$ cat config.mk
export PLATFORM = sky130hd
export DESIGN_NAME = uart_rx
export DESIGN_NICKNAME = d
export VERILOG_FILES = /design/src/rtl/uart_pkg.sv /design/src/rtl/uart_baud_tick.sv /design/src/rtl/uart_rx.sv
export SDC_FILE = /design/constraint.sdc
export NUM_CORES = 1
export LEC_CHECK = 0
export ABC_AREA = 1
export ABC_CLOCK_PERIOD_IN_PS = 6050
export CORE_ASPECT_RATIO = 0.5
export CORE_UTILIZATION = 38
export CTS_CLUSTER_DIAMETER = 80
export DETAILED_ROUTE_END_ITERATION = 7
export PLACE_DENSITY_LB_ADDON = 0.12
export SLEW_MARGIN = 20
export SYNTH_ARGS = -nofsm -noshare
export SYNTH_HDL_FRONTEND = slang
export SYNTH_SLANG_ARGS = --single-unit
$ cat constraint.sdc
create_clock -name clk -period 6.05 [get_ports clk]
set_input_delay 1.21 -clock clk [delete_from_list [all_inputs] [get_ports clk]]
set_output_delay 1.21 -clock clk [all_outputs]
set_load 0.005 [all_outputs]
$ cat src/rtl/uart_pkg.sv
// Shared UART definitions: parity encodings, frame constants, receiver states.
// Pure declarations and a parity helper; no timing or flow control.
package uart_pkg;

    localparam logic [1:0] PARITY_NONE = 2'b00;
    localparam logic [1:0] PARITY_ODD  = 2'b01;
    localparam logic [1:0] PARITY_EVEN = 2'b10;

    localparam int   FRAME_BITS = 11;
    localparam int   DATA_BITS  = 8;
    localparam logic IDLE_LEVEL = 1'b1;

    typedef enum logic [2:0] {
        IDLE,
        START,
        DATA,
        PARITY,
        STOP,
        BREAK
    } rx_state_t;

    // Bit the parity slot must carry; 11 falls back to "none" and is not checked.
    function automatic logic parity_expected(input logic [1:0] setting,
                                             input logic [DATA_BITS-1:0] data);
        parity_expected = (setting == PARITY_ODD) ? ~^data : ^data;
    endfunction

endpackage

$ cat src/rtl/uart_baud_tick.sv
// Loadable down-counter that flags the cycle in which it sits at zero.
// Tick is combinational from the count; load takes priority over counting.
module uart_baud_tick #(
    parameter int WIDTH = 32
) (
    input  logic             clk,
    input  logic             rst,
    input  logic             load,
    input  logic [WIDTH-1:0] load_value,
    input  logic             enable,
    output logic             tick
);

    logic [WIDTH-1:0] r_cnt;

    always_ff @(posedge clk or posedge rst) begin
        if (rst) begin
            r_cnt <= '0;
        end else if (load) begin
            r_cnt <= load_value;
        end else if (enable && (r_cnt != '0)) begin
            r_cnt <= r_cnt - 1'b1;
        end
    end

    assign tick = enable && (r_cnt == '0);

endmodule

$ cat src/rtl/uart_rx.sv
// UART receiver: start, 8 data bits LSB first, parity slot, stop; mid-bit sampling.
// Byte appears 1 cycle after the stop sample; a frame finishing while the host holds the word is dropped with rx_overrun.
module uart_rx
    import uart_pkg::*;
#(
    parameter int          SYNC_STAGES = 2,
    parameter int unsigned MIN_DIVISOR = 4
) (
    input  logic        clk,
    input  logic        rst,
    input  logic        rx_data,
    input  logic [1:0]  cfg_parity_setting,
    input  logic [31:0] cfg_clkSpeed_over_bdRate,
    output logic [7:0]  rx_data_word,
    output logic        rx_valid,
    input  logic        rx_ready,
    output logic        rx_parity_error,
    output logic        rx_framing_error,
    output logic        rx_overrun,
    output logic        rx_busy
);

    logic [SYNC_STAGES-1:0] r_sync;
    logic                   r_prev;
    rx_state_t              r_state;
    rx_state_t              w_next;
    logic [31:0]            r_div;
    logic [1:0]             r_par_cfg;
    logic [2:0]             r_idx;
    logic [7:0]             r_shift;
    logic                   r_par_err;
    logic                   r_stop;
    logic                   r_done;

    logic        w_rx_s;
    logic        w_fall;
    logic [31:0] w_deff;
    logic        w_tick;
    logic        w_load;
    logic [31:0] w_load_val;
    logic        w_enable;

    assign w_rx_s  = r_sync[SYNC_STAGES-1];
    assign w_fall  = r_prev && !w_rx_s;
    assign w_deff  = (cfg_clkSpeed_over_bdRate < MIN_DIVISOR) ? 32'(MIN_DIVISOR)
                                                              : cfg_clkSpeed_over_bdRate;
    assign rx_busy = (r_state != IDLE);

    uart_baud_tick #(.WIDTH(32)) u_tick (
        .clk        (clk),
        .rst        (rst),
        .load       (w_load),
        .load_value (w_load_val),
        .enable     (w_enable),
        .tick       (w_tick)
    );

    always_ff @(posedge clk or posedge rst) begin
        if (rst) begin
            r_state <= IDLE;
        end else begin
            r_state <= w_next;
        end
    end

    always_comb begin
        w_next     = r_state;
        w_load     = 1'b0;
        w_load_val = r_div - 32'd1;
        w_enable   = 1'b0;
        case (r_state)
            IDLE: begin
                if (w_fall) begin
                    w_next     = START;
                    w_load     = 1'b1;
                    w_load_val = w_deff >> 1;
                end
            end
            START: begin
                w_enable = 1'b1;
                if (w_tick) begin
                    if (!w_rx_s) begin
                        w_next = DATA;
                        w_load = 1'b1;
                    end else begin
                        w_next = IDLE;
                    end
                end
            end
            DATA: begin
                w_enable = 1'b1;
                if (w_tick) begin
                    w_load = 1'b1;
                    if (r_idx == 3'(DATA_BITS - 1)) begin
                        w_next = PARITY;
                    end
                end
            end
            PARITY: begin
                w_enable = 1'b1;
                if (w_tick) begin
                    w_load = 1'b1;
                    w_next = STOP;
                end
            end
            STOP: begin
                w_enable = 1'b1;
                if (w_tick) begin
                    w_next = w_rx_s ? IDLE : BREAK;
                end
            end
            BREAK: begin
                if (w_rx_s) begin
                    w_next = IDLE;
                end
            end
            default: w_next = IDLE;
        endcase
    end

    always_ff @(posedge clk or posedge rst) begin
        if (rst) begin
            r_sync           <= {SYNC_STAGES{IDLE_LEVEL}};
            r_prev           <= IDLE_LEVEL;
            r_div            <= 32'(MIN_DIVISOR);
            r_par_cfg        <= PARITY_NONE;
            r_idx            <= '0;
            r_shift          <= '0;
            r_par_err        <= 1'b0;
            r_stop           <= 1'b1;
            r_done           <= 1'b0;
            rx_data_word     <= '0;
            rx_valid         <= 1'b0;
            rx_parity_error  <= 1'b0;
            rx_framing_error <= 1'b0;
            rx_overrun       <= 1'b0;
        end else begin
            r_sync     <= {r_sync[SYNC_STAGES-2:0], rx_data};
            r_prev     <= w_rx_s;
            r_done     <= 1'b0;
            rx_overrun <= 1'b0;

            // Frame config is frozen here so mid-frame cfg writes cannot skew sampling.
            if ((r_state == IDLE) && w_fall) begin
                r_div     <= w_deff;
                r_par_cfg <= cfg_parity_setting;
                r_idx     <= '0;
            end
            if ((r_state == DATA) && w_tick) begin
                r_shift[r_idx] <= w_rx_s;
                r_idx          <= r_idx + 3'd1;
            end
            if ((r_state == PARITY) && w_tick) begin
                r_par_err <= ((r_par_cfg == PARITY_ODD) || (r_par_cfg == PARITY_EVEN)) &&
                             (w_rx_s != parity_expected(r_par_cfg, r_shift));
            end
            if ((r_state == STOP) && w_tick) begin
                r_done <= 1'b1;
                r_stop <= w_rx_s;
            end

            if (rx_valid && rx_ready) begin
                rx_valid         <= 1'b0;
                rx_parity_error  <= 1'b0;
                rx_framing_error <= 1'b0;
            end
            // A same-cycle consume frees the holding register for the new frame.
            if (r_done) begin
                if (!rx_valid || rx_ready) begin
                    rx_data_word     <= r_shift;
                    rx_parity_error  <= r_par_err;
                    rx_framing_error <= !r_stop;
                    rx_valid         <= 1'b1;
                end else begin
                    rx_overrun <= 1'b1;
                end
            end
        end
    end

endmodule

==> summary.md <==
| Metric | Value |
|---|---|
| Post-synth cell types | 37 |
| Vias per cell | 5.00 |
| Worst Hold Class | register to register |
| R2R setup slack | 2.93 ns |
| Critical R2R Launch | r_sync[1]$_DFF_PP1_ |
| Total chip power | 3170 uW |
| Final slew viol count | 0 |
| Relative slew margins | a little under a third |
| CP arrival | 3.37 ns |
| Worst setup path endpoint | u_tick.r_cnt[12]$_DFFE_PP0P_ |
| Crit Reg-Reg Endpoint | u_tick.r_cnt[12]$_DFFE_PP0P_ |
| Layout cells sized above 1 | 6.69% |
| Setup CP Type | register to register |
| Final wirelength | 19100 um |
| Post-detail-place hpwl | 14200 um |
| Number of I/O pins | 51 |
| # clock sinks | 98 |
| Number of flops mapped to enable cells by yosys | 0 |
| Post-synthesis sequential area ratio | between 30% and 40% |
| Pint | 1720 uW |
| Initial Utilization | about two fifths |
| Largest net degree at the start of global routing | 64 |
| Sw Share | 45.6% |
| Global-route usage over all layers | 23.0% |
| Nets | 1086 |
| Clock Tree Root | clkbuf_16 |
| Port Buffers | 50 |
| Final setup viols | 0 |
| Vias | ~6400 |
| CP Depth | 8 |
| Period Utilization, post-route | 51.6% |
| Seq. cell area | 0.00246 mm2 |
| FFs w/ async S/R, synth | 100% |
| Most frequent cells in the layout | 330 x nand2_1, 169 x nor2_1, 106 x inv_1 |
| Ant diodes | 0 |
| CP top delay family | simple AND/OR/NAND/NOR gates |
| F_max | about 320 MHz |
| Core Area | 0.0166 mm2 |
| Commonest non-fill, non-tap cell in the layout | nand2_1 |
| Initial DRC count | 466 |
| Die height | ~95 um |
| Reg2Reg Depth | 8 |
| Worst hold path depth | 0 |
| Synth Instances | 1000 |
| Seq cells post-synth | 98 |
| CP Cell Sequence | inv_1 > nand4_2 > buf_4 > nand3_4 > nor2_2 > nand2_1 > nand2_1 > inv_1 |
| Total of warnings raised by yosys | 0 |
| Share of power burned in registers | 35.1% |
| Hold Fails Final Rpt | 0 |
| Area grow syn2layout | 15.5% |
| CP Launch Type | register |
| Worst setup path startpoint | r_sync[1]$_DFF_PP1_ |
| Initial antenna violation count | 0 |
| Clk pwr share | 20.0% |
| Die W | 187 um |
| Worst Path Required | 6.31 ns |
| Final RePlAce weighted congestion | 0.938 |
| # Max-Cap Violations | 0 |
| Post-CTS Setup Inserts | 0 |
| Synthesized area per cell | 6.51 um2 |
| Reg clk slew, reported paths | 0.07 ns |
| Latest clock arrival within the worst-skew pair | 0.36 ns |
| TritonCTS clock tree | built |
| First-pass detailed-route iteration total | 5 |
| DRC viols | 0 |
| CP max stage cell | nor2_2 |
| Switching power | 1440 uW |
| Bufs on Longest Clock Path | 2 |
| Comb pwr share | between 40% and 50% |
| Post_cts resized | 0 |
| WL/cell | approximately 15 um |
| PnR worst setup slack | roughly 2.9 ns |
| Worst IR Drop VDD | 0.155 mV |
| H-tree Lvls | 3 |
| Die area | 0.0177 mm2 |
| Mapped Area | ~0.0065 mm2 |
| Setup TNS | 0 ns |
| CTS Hold Bufs | 0 |
| Setup Slack @ Placement | 2.97 ns |
| Max incr delay on CP | approximately 0.95 ns |
| Antenna-violating nets left | 0 |
| Multi-input gate area | 0.00352 mm2 |
| Gr ovfl total | 0 |
| Top FF cell, synth | dfrtp_1 |
| Status | complete, no violations |
| Site Rows | 33 |
| Fin util | a little under half |
| Vias in the first global route | 5934 |
| Pwr per Cell Area | 421 mW/mm2 |
| Lkg Pwr | 0.00361 uW |
| Tmin final | 3.12 ns |
| First-pass GRT wire length | between 30000 and 40000 um |
| CTS Buf Count | 9 |
| Tightest Pin Transition | 1.05 ns |
| Skew final | 0.0140 ns |
| FILL cells | 1736 |
| RSZ-0062 raised after global routing | false |
| CP bufs+invs | 3 |
| Critical path capture point type | register |
| CP Max Fanout | 46 |
| Syn nets | between 1000 and 1500 |
routing by layer:
metal / wire [um] / track usage (%) / up-vias
li1: - / - / 3228
met1: 10100 / 33.2 / 2951
met2: 7750 / 35.2 / 165
met3: 987 / 4.53 / 23
met4: 258 / 5.67 / 0
met5: 0 / 0 / -
state kept, by name (all words and copies together), names as in the netlist, 2 cells and up:
register      count
r_div            32
r_idx             3
r_par_cfg         2
r_shift           8
r_state           3
r_sync            2
rx_data_word      8
u_tick.r_cnt     32
per-stage QoR:
| step | hold slack [ns] | instances | instance area, um2 |
|---|---|---|---|
| final | 0.364 | 1274 | 7530 |
| after detailed placement | 0.356 | 1258 | 7200 |
| after global placement | 0.357 | 1258 | 7200 |
| after floorplan | 0.345 | 1000 | 6510 |
| after global routing | 0.372 | 1274 | 7530 |
| after CTS | 0.367 | 1274 | 7530 |
synth_stat cells, types with 3 or more instances:
library cell	n	area, um2
nand2_1	330	1240
nor2_1	170	638
inv_1	107	402
dfrtp_1	93	2330
nand3_1	84	420
o21ai_0	65	325
a21oi_1	14	70.1
nand4_1	14	87.6
nor3_1	12	60.1
o21ai_1	11	55.1
clkbuf_1	10	37.5
nor2_2	10	62.6
or2_2	9	56.3
xnor2_1	9	78.8
mux2_2	8	90.1
ha_1	6	75.1
buf_2	5	25.0
dfstp_2	5	131
xor2_1	5	43.8
buf_6	4	45.0
buf_4	3	22.5
inv_2	3	11.3
nand2_2	3	18.8
o21a_1	3	22.5
cells by family (layout without fill, tap and decap cells):
| family | count (synthesis) | after routing | share of synthesized area [%] |
|---|---|---|---|
| simple gates | 643 | 643 | 41.5 |
| buf+inv | 132 | 179 | 8.34 |
| compound gates | 99 | 99 | 8.03 |
| flops | 98 | 98 | 37.7 |
| xor+xnor | 14 | 14 | 1.88 |
| mux | 8 | 8 | 1.38 |
| fa+ha+maj | 6 | 6 | 1.15 |
area by class of cell:
cell class	count	share of cell area (%)
clock buffers	13	3.72
clock inverters	3	0.599
inverters	110	5.52
multi-input cells	770	46.8
flip-flops and latches	98	32.7
well taps	227	3.77
repair buffers	53	6.95
worst min-delay path by stage:
stage | start | slack (ns) | endpoint
after floorplan | r_sync[0]$_DFF_PP1_ | 0.35 | r_sync[1]$_DFF_PP1_
after global placement | r_sync[0]$_DFF_PP1_ | 0.36 | r_sync[1]$_DFF_PP1_
after detailed placement | r_sync[0]$_DFF_PP1_ | 0.36 | r_sync[1]$_DFF_PP1_
after CTS | r_sync[0]$_DFF_PP1_ | 0.37 | r_sync[1]$_DFF_PP1_
after global routing | r_sync[0]$_DFF_PP1_ | 0.37 | r_sync[1]$_DFF_PP1_
final | r_sync[0]$_DFF_PP1_ | 0.36 | r_sync[1]$_DFF_PP1_
power by group through the flow:
stage                     clock (uW)  combinational (uW)  sequential, uW
after detailed placement           0                1410            1120
final                            632                1420            1110
after floorplan                    0                1090            1060
after CTS                        648                1420            1110
after global routing             672                1630            1140
after global placement             0                1390            1120
Note: power is estimated with default switching activity, not from simulation.
